`src/rtl/aes_dec_round_ctrl.sv`:
```
// Iterative round sequencer for the AES inverse cipher: accepts a ciphertext block, walks the
// round-key index from the initial AddRoundKey through the final round, then presents plaintext.
module aes_dec_round_ctrl #(
    parameter int Nr = 10,
    parameter int RW = 4
) (
    input  logic          clk,
    input  logic          rst,
    input  logic          key_valid,
    input  logic          in_valid,
    output logic          in_ready,
    input  logic [127:0]  in_data,
    output logic [RW-1:0] rk_idx,
    output logic [127:0]  st_q,
    input  logic [127:0]  first_res,
    input  logic [127:0]  mid_res,
    input  logic [127:0]  final_res,
    output logic          out_valid,
    input  logic          out_ready,
    output logic [127:0]  out_data,
    output logic          busy,
    output logic [15:0]   blk_cnt
);

    typedef enum logic [1:0] {
        IDLE,
        ROUND,
        DONE
    } ctrlStateT;

    localparam logic [RW-1:0] LastRnd = RW'(Nr);

    ctrlStateT     state;
    logic [RW-1:0] rnd;
    logic [127:0]  stReg;
    logic [15:0]   blkCntReg;
    logic          outValidReg;
    logic          busyReg;

    // The ciphertext only reaches the state register through the datapath's first_res.
    logic unusedInData;
    assign unusedInData = ^in_data;

    always_ff @(posedge clk) begin
        if (rst) begin
            state       <= IDLE;
            rnd         <= '0;
            stReg       <= '0;
            blkCntReg   <= '0;
            outValidReg <= 1'b0;
            busyReg     <= 1'b0;
        end else begin
            case (state)
                IDLE: begin
                    if (in_valid && key_valid) begin
                        stReg   <= first_res;
                        rnd     <= RW'(1);
                        busyReg <= 1'b1;
                        state   <= ROUND;
                    end
                end
                // rnd is left at Nr on the final round so rk_idx reads Nr throughout DONE.
                ROUND: begin
                    if (rnd == LastRnd) begin
                        stReg       <= final_res;
                        outValidReg <= 1'b1;
                        state       <= DONE;
                    end else begin
                        stReg <= mid_res;
                        rnd   <= rnd + RW'(1);
                    end
                end
                DONE: begin
                    if (out_ready) begin
                        blkCntReg   <= blkCntReg + 16'd1;
                        rnd         <= '0;
                        outValidReg <= 1'b0;
                        busyReg     <= 1'b0;
                        state       <= IDLE;
                    end
                end
                default: begin
                    state <= IDLE;
                end
            endcase
        end
    end

    assign in_ready  = (state == IDLE) && key_valid;
    assign rk_idx    = rnd;
    assign st_q      = stReg;
    assign out_data  = stReg;
    assign out_valid = outValidReg;
    assign busy      = busyReg;
    assign blk_cnt   = blkCntReg;

endmodule
```
`config.mk`:
```
export PLATFORM = sky130hd
export DESIGN_NAME = aes_dec_round_ctrl
export DESIGN_NICKNAME = d
export VERILOG_FILES = /design/src/rtl/aes_dec_round_ctrl.sv
export SDC_FILE = /design/constraint.sdc
export NUM_CORES = 1
export LEC_CHECK = 0
export BUFFER_PORTS_ARGS = -buffer_cell sky130_fd_sc_hd__buf_4
export CAP_MARGIN = 20
export CORE_AREA = 2 2 307 309
export CTS_CLUSTER_DIAMETER = 30
export DETAILED_ROUTE_END_ITERATION = 16
export DIE_AREA = 0 0 309 311
export GPL_TIMING_DRIVEN = 1
export PLACE_DENSITY = 0.31
export SYNTH_ARGS = -nofsm -noshare
export SYNTH_HDL_FRONTEND = slang
export SYNTH_SLANG_ARGS = --single-unit
```
`constraint.sdc`:
```
create_clock -name clk -period 1.9 [get_ports clk]
set_clock_uncertainty 0.05 [all_clocks]
set_input_delay 0.19 -clock clk [delete_from_list [all_inputs] [get_ports clk]]
set_output_delay 0.19 -clock clk [all_outputs]
set_load 0.02 [all_outputs]
```
==> results.md <==
* Setup TNS at -0.770 ns
* CP Max Fanout at 8
* CTS clk-pin slew, worst paths at roughly 0.080 ns
* Outcome: finished with violations
* I/O pin cnt at 796
* Max IR drop VDD at roughly 490 µV
* H-Tree Depth at 4
* CTS tree: yes
* Post-Synthesis Mean Instance Area at 7.53 µm²
* CTS root buf: clkbuf_16
* Final worst-path cycle share at 102%
* Relative slew slack at between 50% and 60%
* Post-Synthesis Cells at roughly 1100
* Total core area at 0.0928 mm²
* Register area share after synthesis at between 30% and 40%
* Slew @ Worst Pin at a little over 0.6 ns
* Most common cell in the netlist: nand2_1
* Synth Warn # at 0
* DRC errors left at 0
* Fill cells at 10600
* Register area at 0.00305 mm²
* Post-route ant nets at 0
* Final Max Slew Viols at 0
* Adder-Cell Fraction of Synth Area at around 1.2%
* Rows at around 110
* First-pass GRT wire length at 69800 µm
* Post-synth EDFFs at 0
* Synth unique cells at 40
* Die W at between 300 and 400 µm
* Post-Place Worst Slack at -0.286 ns
* Top cell type's share of synthesized area at 35.7%
* Die area at 0.0961 mm²
* Mapped Area at between 0.008 and 0.009 mm²
* Largest cells by area after synthesis: dfxtp_1, a22o_1, nand2_1
* Placer Congestion at 0.790
* WS Path Type: flip-flop to flip-flop
* FF+latch count, synth at 152
* Mux contribution to synthesized area at less than 1%
* Vias/cell at around 3.5
* Top cells by count, synth: nand2_1, dfxtp_1, nor2_1
* Min-delay src: first_res[42]
* Hold path cells at 4
* GRT Residual Overflow at 0
* DR pass1 iterations at 5
* Post-Route WL at between 50000 and 60000 µm
* Failing checks: setup timing
* Initial drt markers at 540
* Drt wl/cell at between 15 and 20 µm
* Port bufs at 667
* Simple-gate area share of the yosys netlist at a little over a fifth
* Clock Latency Late Sink at ~0.48 ns
* Setup violators final at 49
* Setup crit start kind: flip-flop
* Area of the multi-input gates at 0.00430 mm²
* Vias in the first global route at around 11000
* Via Count at ~11000
* Hold Crit Class: primary input to flip-flop
* Max Cap Violations at 0
* Hpwl dp at 38700 µm
* N_diodes at 0
* Critical path arrival at about 2.3 ns
* CTS sink cnt at roughly 150
* Ys flop type: dfxtp_1
* Final setup margin at -0.0346 ns
* Die Y at 311 µm
* Initial antenna violation count at 4
* Synth Net Count at 1656
* Nets at 2311
* CTS max path bufs at 2
* Compound-Gate Fraction of Synth Area at between 20% and 30%
* Post-synth top area cell: dfxtp_1
* Reg2reg path depth at 7
* RSZ-0062 raised after global routing: true
* Gr usage total at 9.92%
* WHS at 0.0582 ns
* Num CTS Buffers at 17
* Pwr/cell area at approximately 1200 mW/mm²
* Share of flip-flops with an asynchronous set or reset at 0%
* Reg2reg start: state[0]
* Xor-xnor portion of the synthesized cell area at under 10%
* Layout area overhead at 95.9%
* Share of layout cells above drive strength 1 at slightly below 50%
* Post-route minimum period at roughly 1.9 ns
* Max Clk Rate at a little over 500 MHz
* CP startpoint: state[0]
* Starting Density at under 10%
* Pleak at just under 8 nW
* Largest net degree at the start of global routing at 86
* Critical Path RT at around 2.2 ns
* CP Capture Type: flip-flop
* Largest family of logic cells by synthesized area: compound AO/OA/AOI/OAI gates
* Fin. Hold Viols at 0
* Worst R2R Setup Slack at -0.03 ns
## metrics by stage
stage | instance area [µm²] | cells | total power [mW] | utilization, %
finish | 16700 | 3053 | 19.2 | 18.0
global route | 16700 | 3053 | 20.4 | 18.0
CTS | 16000 | 3024 | 18.7 | 17.2
detailed placement | 14700 | 2932 | 14.5 | 15.8
global placement | 14700 | 2932 | 14.5 | 15.8
floorplan | 8520 | 1131 | 10.4 | -
## final timing paths
path             endpoint
max          out_data[22]
min          out_data[42]
max reg2reg  out_data[22]
min reg2reg     out_valid
## layout make-up
class | count | share of cell area [%]
Inverter | 11 | 0.262
Clock buffer | 18 | 2.63
Clock inverter | 14 | 0.907
Tap cell | 1254 | 9.40
Multi-Input combinational cell | 752 | 25.7
Timing Repair Buffer | 852 | 42.8
Sequential cell | 152 | 18.3
## power by group
part	switching, mW	total, mW	internal, mW
sequential	0.904	4.87	3.97
clock	1.83	3.73	1.90
combinational	5.75	10.6	4.85
## metal layers
metal / share of wire, % / GRT usage [%] / up-vias
met1: 42 / 11.1 / 5061
li1: - / - / 5129
met4: 1.5 / 3.35 / 6
met3: 7.2 / 3.30 / 40
met2: 50 / 17.5 / 434
met5: 0.064 / 0 / -
## critical path: stages, from the launching register on
cell	delay, ns
dfxtp_2	0.34
buf_6	0.10
ha_4	0.19
inv_2	0.05
mux2_4	0.34
and2_4	0.29
clkbuf_16	0.23
a22o_1	0.21
## logic make-up after synthesis
logic type	count (synthesis)
adders and majority gates	8
muxes	3
and+or+nand+nor	448
AOI/OAI and AO/OA	281
DFF	152
buffers and inverters	229
xor gates and xnor gates	10
## flip-flops by register name (all words and copies together), names as in the netlist
name       count
state          2
blk_cnt       16
busy           1
out_valid      1
rk_idx         4
out_data     128
## what timing repair did
item                                    4_1_cts  5_1_grt
setup buffers                                 6        8
pin swaps                                     2      105
hold buffers                                 52        0
gates resized for setup                      22       49
cloned                                        2       24
endpoints found under the hold margin        52        0
endpoints found under the setup margin      135      131
## cells in the final DEF, fill, tap and decap left out, types with 3 or more instances in the layout
| master | n |
|---|---|
| a31oi_1 | 121 |
| and2_4 | 3 |
| inv_1 | 7 |
| or3_1 | 5 |
| inv_2 | 3 |
| nor3_1 | 5 |
| buf_8 | 5 |
| nor2_1 | 141 |
| a31oi_2 | 6 |
| or3_4 | 3 |
| xnor2_1 | 9 |
| ha_1 | 4 |
| nor4_1 | 4 |
| clkbuf_16 | 32 |
| nand3_1 | 6 |
| buf_4 | 754 |
| buf_16 | 6 |
| nand2_2 | 4 |
| dfxtp_2 | 4 |
| ha_4 | 4 |
| a22o_1 | 128 |
| inv_8 | 4 |
| nand2_1 | 262 |
| dlygate4sd3_1 | 52 |
| inv_6 | 5 |
| a21oi_1 | 9 |
| dfxtp_1 | 148 |
| buf_12 | 14 |
| buf_6 | 6 |
| o21ai_0 | 6 |
(Power assumes the default switching activity.)
